**config.mk**
```make
export PLATFORM = sky130hd
export DESIGN_NAME = reset_seq_sync
export DESIGN_NICKNAME = d
export VERILOG_FILES = /design/src/rtl/reset_seq_sync.sv
export SDC_FILE = /design/constraint.sdc
export NUM_CORES = 1
export LEC_CHECK = 0
export CORE_MARGIN = 1
export CORE_UTILIZATION = 60
export DETAILED_ROUTE_END_ITERATION = 12
export PLACE_DENSITY_LB_ADDON = 0.12
export SLEW_MARGIN = 15
export SYNTH_ARGS = -nofsm -noshare
export SYNTH_HDL_FRONTEND = slang
export SYNTH_SLANG_ARGS = --single-unit
export TNS_END_PERCENT = 1
```
**constraint.sdc**
```tcl
create_clock -name clk -period 4.7 [get_ports clk]
set_input_delay 0.94 -clock clk [delete_from_list [all_inputs] [get_ports clk]]
set_output_delay 0.94 -clock clk [all_outputs]
set_load 0.005 [all_outputs]
```
**src/rtl/reset_seq_sync.sv**
```systemverilog
// reset_seq_sync
//   Multi-channel reset synchroniser and sequencer. An asynchronous active-low
//   board reset asserts every output at once, with no clock needed. Its release
//   is synchronised to clk. After a minimum hold time, the channel resets are
//   released one at a time in index order, with a fixed gap between releases.
//   A synchronous soft-reset request re-runs the hold/release sequence without
//   a board reset.
//
// Ports
//   clk           system clock
//   rst_in        board reset, asynchronous assert, active-low
//   soft_rst_req  synchronous soft-reset request (level or pulse)
//   rst_out       per-channel reset, bit i released i-th, active at OUT_ACTIVE_LEVEL
//   rst_done      high once every channel is released
//   busy          high while any channel is still asserted (~rst_done)
//
// All outputs are registered; no input reaches an output combinationally.

module reset_seq_sync #(
    parameter int   SYNC_STAGE       = 3,
    parameter int   CHANNELS         = 4,
    parameter int   MIN_ASSERT       = 8,
    parameter int   RELEASE_GAP      = 16,
    parameter logic OUT_ACTIVE_LEVEL = 1'b1
) (
    input  logic                clk,
    input  logic                rst_in,
    input  logic                soft_rst_req,
    output logic [CHANNELS-1:0] rst_out,
    output logic                rst_done,
    output logic                busy
);

    localparam int CNT_MAX = (MIN_ASSERT > RELEASE_GAP) ? MIN_ASSERT : RELEASE_GAP;
    localparam int CW      = $clog2(CNT_MAX + 1);
    localparam int IW      = $clog2(CHANNELS + 1);

    typedef enum logic [1:0] {SYNC, HOLD, RELEASE, DONE} state_t;

    state_t                state_q, state_d;
    logic [CW-1:0]         cnt_q, cnt_d;
    logic [IW-1:0]         idx_q, idx_d;
    logic [SYNC_STAGE-1:0] sync_q;
    logic                  sync_ok;
    logic                  rel_now;   // release channel idx_q on this edge
    logic                  restart;   // soft reset sampled on this edge
    logic [CHANNELS-1:0]   out_d;
    logic                  done_d;

    // Release synchroniser: shifts in ones once rst_in is high.
    always_ff @(posedge clk or negedge rst_in) begin
        if (!rst_in) sync_q <= '0;
        else         sync_q <= {sync_q[SYNC_STAGE-2:0], 1'b1};
    end

    assign sync_ok = sync_q[SYNC_STAGE-1];

    // State register plus the registered outputs.
    always_ff @(posedge clk or negedge rst_in) begin
        if (!rst_in) begin
            state_q  <= SYNC;
            cnt_q    <= '0;
            idx_q    <= '0;
            rst_out  <= {CHANNELS{OUT_ACTIVE_LEVEL}};
            rst_done <= 1'b0;
            busy     <= 1'b1;
        end else begin
            state_q  <= state_d;
            cnt_q    <= cnt_d;
            idx_q    <= idx_d;
            rst_out  <= out_d;
            rst_done <= done_d;
            busy     <= ~done_d;
        end
    end

    // Next-state logic.
    always_comb begin
        state_d = state_q;
        cnt_d   = cnt_q;
        idx_d   = idx_q;
        rel_now = 1'b0;
        restart = 1'b0;
        case (state_q)
            // The edge that first sees sync_ok already counts as hold cycle 1,
            // so HOLD is entered one count ahead. With a one-cycle hold,
            // channel 0 is released on that same edge.
            SYNC: begin
                if (sync_ok) begin
                    if (MIN_ASSERT == 1) begin
                        rel_now = 1'b1;
                        idx_d   = IW'(1);
                        cnt_d   = CW'(1);
                        state_d = (CHANNELS == 1) ? DONE : RELEASE;
                    end else begin
                        state_d = HOLD;
                        cnt_d   = CW'(2);
                    end
                end
            end
            HOLD: begin
                if (soft_rst_req) begin
                    restart = 1'b1;
                end else if (cnt_q == CW'(MIN_ASSERT)) begin
                    rel_now = 1'b1;
                    idx_d   = IW'(1);
                    cnt_d   = CW'(1);
                    state_d = (CHANNELS == 1) ? DONE : RELEASE;
                end else begin
                    cnt_d = cnt_q + CW'(1);
                end
            end
            RELEASE: begin
                if (soft_rst_req) begin
                    restart = 1'b1;
                end else if (cnt_q == CW'(RELEASE_GAP)) begin
                    rel_now = 1'b1;
                    idx_d   = idx_q + IW'(1);
                    cnt_d   = CW'(1);
                    if (idx_q == IW'(CHANNELS - 1)) state_d = DONE;
                end else begin
                    cnt_d = cnt_q + CW'(1);
                end
            end
            DONE: begin
                // cnt and idx hold their final values here.
                if (soft_rst_req) restart = 1'b1;
            end
            default: state_d = SYNC;
        endcase
        if (restart) begin
            state_d = HOLD;
            cnt_d   = CW'(1);
            idx_d   = '0;
        end
    end

    // Output logic: next values of the registered outputs.
    always_comb begin
        out_d  = rst_out;
        done_d = rst_done;
        if (restart) begin
            out_d  = {CHANNELS{OUT_ACTIVE_LEVEL}};
            done_d = 1'b0;
        end else if (rel_now) begin
            for (int i = 0; i < CHANNELS; i++)
                if (idx_q == IW'(i)) out_d[i] = ~OUT_ACTIVE_LEVEL;
            if (idx_q == IW'(CHANNELS - 1)) done_d = 1'b1;
        end
    end

endmodule

```
# --- After elaboration in Yosys (flattened, before gate mapping) ---
# Index checks and enable logic that the tools add are counted.
totals:
  register_bits: 19
  inputBits: 3
  wordCells: 81
classes:
  add_sub_neg: 2
  n_eq_ne: 14
  mux: 37
  bitwise: 1
  n_reduce_logical: 17
op_table:
  columns: ["operator", "count"]
  rows:
  - ["5-bit two-way mux", 6]
  - ["3-bit inequality test, second input constant", 6]
  - ["3-bit two-way mux", 5]
  - ["5-bit case mux with 3 select lines", 1]
  - ["2-bit two-way mux", 7]
  - ["1-bit two-way mux", 13]
  - ["2-bit nonzero test", 5]
  - ["4-bit two-way mux", 2]
  - ["2-bit AND reduction", 4]
  - ["7-bit AND reduction", 1]
  - ["3-bit by 2-bit == test with 1-bit output, second input constant", 2]
  - ["2-bit case mux with 3 select lines", 1]
  - ["3-bit case mux with 2 select lines", 1]
  - ["5-bit by 1-bit adder with 5-bit output, second input constant", 1]
  - ["5-bit by 4-bit == test with 1-bit output, second input constant", 1]
  - ["5-bit == test, second input constant", 1]
  - ["5-bit AND reduction", 1]
  - ["2-bit == test, second input constant", 2]
  - ["4-bit AND reduction", 1]
  - ["4-bit nonzero test", 1]
  - ["3-bit by 1-bit adder with 3-bit output, second input constant", 1]
  - ["3-bit by 1-bit == test with 1-bit output, second input constant", 1]
  - ["3-bit logical NOT", 1]
  - ["3-bit nonzero test", 1]
  - ["other kinds (5)", 5]

# --- Logic depth before layout (Yosys ltp) ---
# Gate-level depths: netlist (run 1).
logic_depth:
  depth_word: 7
  mapped_depth: 8
  ltp_nobuf: 7

# --- Worst setup path after synthesis (run 1) ---
# Ideal clock, no wire load.
synth_timing:
  kind: "input to register"
  from: "input port soft_rst_req"
  to: "register cnt_q[2]"
  setup_time_ns: 0.116
  arrival_ns: 1.808
  required_time_ns: 4.584
  path_slack_ns: 2.777
  stages: 6
  cell_sequence: "nand2b_1 -> buf_2 -> nand2_1 -> nor3_2 -> nand2_1 -> o311ai_0"
synth_via:
  elab_chain_cells: 4
synth_rtl:
  columns: ["item", "line_no", "text"]
  rows:
  - ["start, declared", "28", "input logic soft_rst_req,"]
  - ["1-bit two-way mux", "102, 114, 127", null]
  - ["1-bit two-way mux", null, null]
  - ["3-bit inequality test (no source line) / 4-bit nonzero test (equally long branches)", null, null]
  - ["4-bit AND reduction (no source line)", null, null]
  - ["end signal, assigned", "69", "cnt_q <= cnt_d;"]
  - ["end, declared", "41", "logic [CW-1:0] cnt_q, cnt_d;"]
# Several ways; a longest one is shown, not always the timed one.
# A chain may end at the register's enable or synchronous reset.

# --- Worst setup path after layout (run 1) ---
# Ends and elaborated chain as after synthesis.

==> out/metrics.csv, run 1 <==
stage,metric,value,unit
floorplanning,die_w,44.8,um
global_routing,overflow,0,
logic_synthesis,yosys.area.top_type_share,0.319,
logic_synthesis,netlist_area,0.00110,mm2
sta,worst_slew_pin_slew,0.821,ns
logic_synthesis,synth_seq_cells,19,
critical_path,critPathArrivalTime,2.73,ns
global_routing,grt_max_degree,20,
floorplanning,start_util,0.637,
cts,max-clock-path-buffers,2,
cts,ctsRootBufferMaster,clkbuf_4,
logic_synthesis,syn_area_per_cell,9.91,um2
floorplanning,coreArea,0.00173,mm2
sta,rsz0062_at_grt,false,
sta,relSlewSlack,0.451,
global_routing,first_global_vias,746,
critical_path,critPathMaxFanout,10,
global_routing,grt_first_pass_wirelength,3240,um
sta,period_minus_slack,2.55,ns
logic_synthesis,yosysWarnings,0,
logic_synthesis,syn_inst,111,
critical_path,worst_setup_path_end_kind,flip-flop,
critical_path,required,4.88,ns
logic_synthesis,synth_cell_types,38,
cts,cts_hold_buf,0,
logic_synthesis,synth_top_area_cell,dfrtp_1,
drt,drc,2,
global_routing,antenna_found_initial,0,
logic_synthesis,syn-num-nets,125,
power_and_ir_drop,p_leak,0.000538,uW
logic_synthesis,seq_area_frac_synth,0.438,
run_status,status,"finished, violations left",
cts,numCtsBuffers,3,
placement,dpl.cell_count,142,
cells_and_area,drive_gt1_frac,0.0909,
cts,h-tree-depth,1,
logic_synthesis,synth_area_leaders,"dfrtp_1 (32%), ha_1 (13%), dfstp_2 (12%), inv_1 (4.1%), nor2_1 (3.4%)",
cells_and_area,final_cells,146,
drt,route.final.wire_length,1950,um
cells_and_area,multi_input_area,563,um2
cts,post-cts-setup-buffer-count,0,
drt,detail_route.wl_per_cell,13.3,um
cts,cts-resized-gates,0,
run,cap_viol_max_count,0,
cts,clk_latency,0.31,ns
floorplanning,dieArea,0.00201,mm2
cells_and_area,area_delta_synth_final,11.6,%
cells_and_area,nets,136,
placement,portBuffers,8,
run_status,violations,design-rule violations,
power_and_ir_drop,total_power,543,uW
global_routing,grt_util_all_layers,0.224,
sta,fmax,392,MHz
power_and_ir_drop,ir_drop,0.000292,V
cts,cts_sinks,19,
cells_and_area,fill_cells,132,
floorplanning,fp.dieH,44.8,um
floorplanning,io_pins,9,
sta,fin_setup_tns,0,ns
power_and_ir_drop,power.density,443,mW/mm2
sta,drv_slew,0,
hold_path,hp-class,flip-flop to flip-flop,
drt,vias_per_cell,5.62,
drt,vias,820,
sta,period_share,0.543,
cts,cts_tree,built,
sta,hold_violations,0,
drt,drtAntennaViolNets,0,
placement,gp_congestion,0.880,
floorplanning,placementRows,15,
drt,drt-pass1-iter-count,8,
placement,dpl.hpwl,1470,um
critical_path,path_class,input port to flip-flop,
sta,setup_viol,0,
cts,clk_pin_slew,0.10,ns
drt,drt-initial-drc-count,34,
critical_path,crit_path_start_kind,input port,
cells_and_area,regArea,482,um2
cells_and_area,antenna_cells,0,
sta,fin_skew,0.000837,ns
-- cell families (layout without fill, tap and decap cells) --
logic type,count (synthesis),count (layout),share of synthesized area
simple gates,36,36,0.176
compound gates,29,29,0.198
flops,19,19,0.438
buf+inv,14,24,0.0500
fa+ha+maj,11,11,0.125
other cells,1,1,0.00341
mux,1,1,0.00910
-- flip-flops by register name (all words and copies together), names as in the netlist --
name / count
busy: 1
cnt_q: 5
idx_q: 3
rst_done: 1
rst_out: 4
state_q: 2
sync_q: 3
-- per-layer routing --
metal / track usage / share of wire / vias to the layer above
met5: 0 / 0 / -
met4: 0.0727 / 0.015 / 0
met3: 0.0480 / 0.061 / 3
met2: 0.356 / 0.48 / 30
met1: 0.307 / 0.44 / 375
li1: - / - / 412
-- worst paths after layout --
kind	start	end	slack, ns	depth (start not counted)
max in group asynchronous	rst_in	state_q[0]$_DFFE_PN0P_	3.10	1
min in group asynchronous	rst_in	cnt_q[0]$_DFFE_PN0P_	1.10	1
worst min-delay path	sync_q[1]$_DFF_PN0_	sync_q[2]$_DFF_PN0_	0.36	0
worst max-delay path	soft_rst_req	cnt_q[2]$_DFFE_PN0P_	2.15	6
worst max register to register	state_q[1]$_DFFE_PN0P_	idx_q[0]$_DFFE_PN0P_	2.54	7
worst min register to register	sync_q[1]$_DFF_PN0_	sync_q[2]$_DFF_PN0_	0.36	0
-- metrics by stage --
step	hold WS, ns	cell area, um2	util	worst slack (ns)
final	0.361	1230	0.711	2.15
after global routing	0.379	1230	0.711	2.04
after CTS	0.365	1230	0.711	2.19
after detailed placement	0.340	1200	0.696	1.82
after global placement	0.336	1200	0.696	2.02
after floorplan	0.331	1100	-	2.78
-- Yosys cell counts --
master     number
dfrtp_1        14
inv_1          12
ha_1           11
nor2_1         10
a21oi_1         7
nand3_1         7
nand2_1         6
dfstp_2         5
o21ai_0         4
nand2b_1        3
a22o_1          2
a31oi_1         2
and4b_1         2
nor3_1          2
a211o_1         1
a21boi_0        1
a311oi_1        1
a32o_1          1
a32oi_1         1
buf_2           1
clkbuf_2        1
conb_1          1
mux2i_1         1
nand3b_1        1
nand4bb_1       1
nor2b_1         1
nor3_2          1
nor4_1          1
o211ai_1        1
o21a_1          1
o21ai_1         1
o21ba_2         1
o21bai_1        1
o22ai_1         1
o311ai_0        1
o31a_1          1
o32ai_4         1
or3b_1          1
-- placed cells by master, fill, tap and decap left out, drive strengths merged, types with 2 or more instances in the layout --
| cell | netlist | final |
|---|---|---|
| dfrtp | 14 | 14 |
| inv | 12 | 12 |
| ha | 11 | 11 |
| nor2 | 10 | 10 |
| clkdlybuf4s50 | 0 | 8 |
| nand3 | 7 | 7 |
| a21oi | 7 | 7 |
| nand2 | 6 | 6 |
| dfstp | 5 | 5 |
| o21ai | 5 | 5 |
| clkbuf | 1 | 4 |
| nand2b | 3 | 3 |
| nor3 | 3 | 3 |
| and4b | 2 | 2 |
| a31oi | 2 | 2 |
| a22o | 2 | 2 |
-- worst max-delay path, stage by stage --
cell and delay [ns]:
clkdlybuf4s50_1 0.56, nand2b_1 0.37, nand2_1 0.12, nor3_2 0.30, nand2_1 0.11, o311ai_0 0.34
-- power by group --
part | internal [uW] | switching (uW) | total (uW)
Combinational | 94.9 | 144 | 239
Sequential | 189 | 31.4 | 220
Clock | 33.2 | 50.6 | 83.8
Total | 317 | 226 | 543
-- cell type report --
type                            instances  area share
Multi-Input combinational cell         78       0.459
Sequential cell                        19       0.392
Clock buffer                            4      0.0214
Tap cell                               25      0.0255
Inverter                               12      0.0367
Timing Repair Buffer                    8      0.0652
(Power assumes the default switching activity.)
==> run 2: changes to the inputs <==
CORE_UTILIZATION = 56   (was 60)
clock period = 2.5 ns   (was 4.7 ns; I/O delays follow)
==> run 2 against run 1 <==
Compared with the run above: critical endpoint is now state_q[1]$_DFFE_PN0P_; clock skew barely moved; combinational power rose by 100%; final cell count rose by 2.7%; global-route usage fell by 1.5 points; register-to-register slack got worse by 2.1 ns; the flow now finishes without violations; first-iteration DRC count fell by 38%; die area rose by 6.8%; non-clock buffer count rose by 4; critical path type is now flip-flop to flip-flop; setup slack got worse by 1.7 ns.
==> out/metrics.csv, run 2 (synthesized netlist as in run 1, its figures left out) <==
stage,metric,value,unit,change
run_status,status,"complete, no violations",,
cells_and_area,largest_reg_flops,5,,unchanged
global_routing,grt.busiest_layer,met2,,
sta,setup_ws,0.455,ns,-1.69 ns
global_routing,overflow,0,,unchanged
cts,cts_hold_buf,0,,unchanged
global_routing,met1_usage,0.297,,-0.00967
drt,detail_route.wl_per_cell,13.1,um,-1.4%
sta,rsz0062_at_grt,false,,
cells_and_area,antenna_cells,0,,unchanged
cells_and_area,final_core_util,0.706,,-0.00491
cells_and_area,top_register,cnt_q,,
sta,drv_slew,0,,unchanged
cts,cts_sinks,19,,unchanged
drt,drt-initial-drc-count,21,,-38%
global_routing,grt_first_pass_wirelength,3220,um,-0.43%
cells_and_area,final_cell_mix,"dfrtp_1 (14), inv_1 (12), ha_1 (11)",,
cts,max-clock-path-buffers,2,,unchanged
sta,period_share,0.818,,
hold_path,min_from,sync_q[1]$_DFF_PN0_,,
global_routing,antenna_found_initial,0,,unchanged
sta,fin_setup_tns,0,ns,unchanged
floorplanning,die_w,46.3,um,+3.3%
cells_and_area,biggestRegsByFlops,"cnt_q: 5 flops, rst_out: 4 flops",,
global_routing,grt_util_all_layers,0.209,,-0.0150
cts,h-tree-depth,1,,unchanged
cells_and_area,area_delta_synth_final,14.4,%,
floorplanning,fp.dieH,46.3,um,+3.3%
placement,gp_congestion,0.836,,-5.1%
cells_and_area,fill_cells,136,,+3.0%
drt,drt-pass1-iter-count,4,,-4
sta,hold_violations,0,,unchanged
placement,dpl.hpwl,1500,um,+2.0%
cells_and_area,nets,140,,+2.9%
critical_path,critPathArrivalTime,2.23,ns,-0.50 ns
cells_and_area,drive_gt1_frac,0.128,,+0.0371
global_routing,use_met3,0.0353,,-0.0127
power_and_ir_drop,total_power,1040,uW,+91%
critical_path,crit_path_start_kind,flip-flop,,
floorplanning,io_pins,9,,unchanged
power_and_ir_drop,p_clk_frac,0.144,,-0.010
cts,numCtsBuffers,3,,unchanged
hold_path,min_delay_worst_endpoint,sync_q[2]$_DFF_PN0_,,
power_and_ir_drop,ir_drop,0.000557,V,+91%
power_and_ir_drop,switching_share,0.412,,-0.00469
floorplanning,coreArea,0.00178,mm2,+3.3%
cells_and_area,multi_input_area,563,um2,unchanged
power_and_ir_drop,power.density,825,mW/mm2,+86%
power_and_ir_drop,comb_power_share,0.461,,+0.021
global_routing,grt.met2_usage,0.344,,-0.0114
critical_path,rr_endpoint,state_q[1]$_DFFE_PN0P_,,
cts,cts_tree,built,,
hold_path,hold_path_depth,0,,unchanged
placement,portBuffers,8,,unchanged
critical_path,worst_setup_path_end_kind,flip-flop,,
critical_path,reg2reg_slack,0.46,ns,-2.08 ns
cts,clk_latency,0.28,ns,-0.03 ns
drt,vias_per_cell,5.55,,-1.2%
critical_path,required,2.68,ns,-2.20 ns
cells_and_area,regArea,482,um2,unchanged
global_routing,grt_max_degree,20,,unchanged
power_and_ir_drop,p_int,611,uW,+93%
floorplanning,dieArea,0.00215,mm2,+6.8%
cts,post-cts-setup-buffer-count,0,,unchanged
cts,cts-resized-gates,0,,unchanged
power_and_ir_drop,p_sw,428,uW,+89%
hold_path,hp-class,flip-flop to flip-flop,,
placement,pre_cts_ws,0.231,ns,-1.59 ns
critical_path,critPathMaxFanout,5,,-5
power_and_ir_drop,p_leak,0.000560,uW,+4.0%
sta,period_minus_slack,2.04,ns,
critical_path,path_class,flip-flop to flip-flop,,
sta,fmax,489,MHz,
drt,route.final.wire_length,1970,um,+1.3%
sta,setup_viol,0,,unchanged
sta,whs,0.360,ns,-0.00112 ns
global_routing,first_global_vias,752,,+0.80%
power_and_ir_drop,pwr-share-seq,0.395,,-0.011
critical_path,r2r_start,state_q[1]$_DFFE_PN0P_,,
cts,ctsRootBufferMaster,clkbuf_4,,
run,cap_viol_max_count,0,,unchanged
cts,clk_pin_slew,0.11,ns,about the same
floorplanning,placementRows,15,,unchanged
floorplanning,start_util,0.617,,-0.0201
sta,fin_skew,0.00102,ns,+0.000182 ns
drt,drc,0,,-2
cells_and_area,final_common_cell,dfrtp_1,,
drt,drtAntennaViolNets,0,,unchanged
drt,vias,832,,+1.5%
critical_path,r2r.worst_path.cells,7,,unchanged
-- run 2: cell types whose count changed in the layout (fill, tap and decap cells not counted), sizes merged --
cell    delta
clkbuf     -1
clkinv     +1
buf        +4
-- run 2: power by group through the flow --
stage | Sequential (uW) | Combinational, uW | Clock (uW)
3_5_place_dp | 415 | 471 | 0
3_3_place_gp | 413 | 458 | 0
2_1_floorplan | 402 | 361 | 0
6_report | 410 | 479 | 149
4_1_cts | 409 | 475 | 154
5_1_grt | 418 | 539 | 167
-- run 2: area by class of cell --
class,instances,area share
Inverter,12,0.0358
Tap cell,25,0.0249
Clock buffer,3,0.0179
Sequential cell,19,0.383
Timing Repair Buffer,12,0.0875
Multi-Input combinational cell,78,0.447
Clock inverter,1,0.00398
-- run 2: worst max-delay path, stage by stage, from the launching register on --
cell,delay (ns)
dfrtp_1,0.43
inv_1,0.10
ha_1,0.23
or3b_1,0.38
nor2_1,0.17
nor2_1,0.11
a211o_1,0.32
a32o_1,0.20
-- run 2: worst max path at each step --
stage | from | endpoint | slack [ns]
floorplan | state_q[1]$_DFFE_PN0P_ | state_q[1]$_DFFE_PN0P_ | 0.58
global placement | soft_rst_req | state_q[1]$_DFFE_PN0P_ | 0.31
detailed placement | soft_rst_req | state_q[1]$_DFFE_PN0P_ | 0.23
CTS | state_q[1]$_DFFE_PN0P_ | idx_q[0]$_DFFE_PN0P_ | 0.46
global route | state_q[0]$_DFFE_PN0P_ | state_q[1]$_DFFE_PN0P_ | 0.29
finish | state_q[1]$_DFFE_PN0P_ | state_q[1]$_DFFE_PN0P_ | 0.46
-- run 2: through the flow --
| step | std cells | cell area [um2] |
|---|---|---|
| detailed placement | 146 | 1230 |
| CTS | 150 | 1260 |
| global placement | 146 | 1230 |
| finish | 150 | 1260 |
| floorplan | 111 | 1100 |
| global route | 150 | 1260 |
-- run 2: layer usage --
layer  share of wire  vias up  routed length [um]
met4               0        0                   0
met1            0.47      394                 931
met3           0.048        0                  95
li1                -      418                   -
met2            0.48       20                 943
met5               0        -                   0
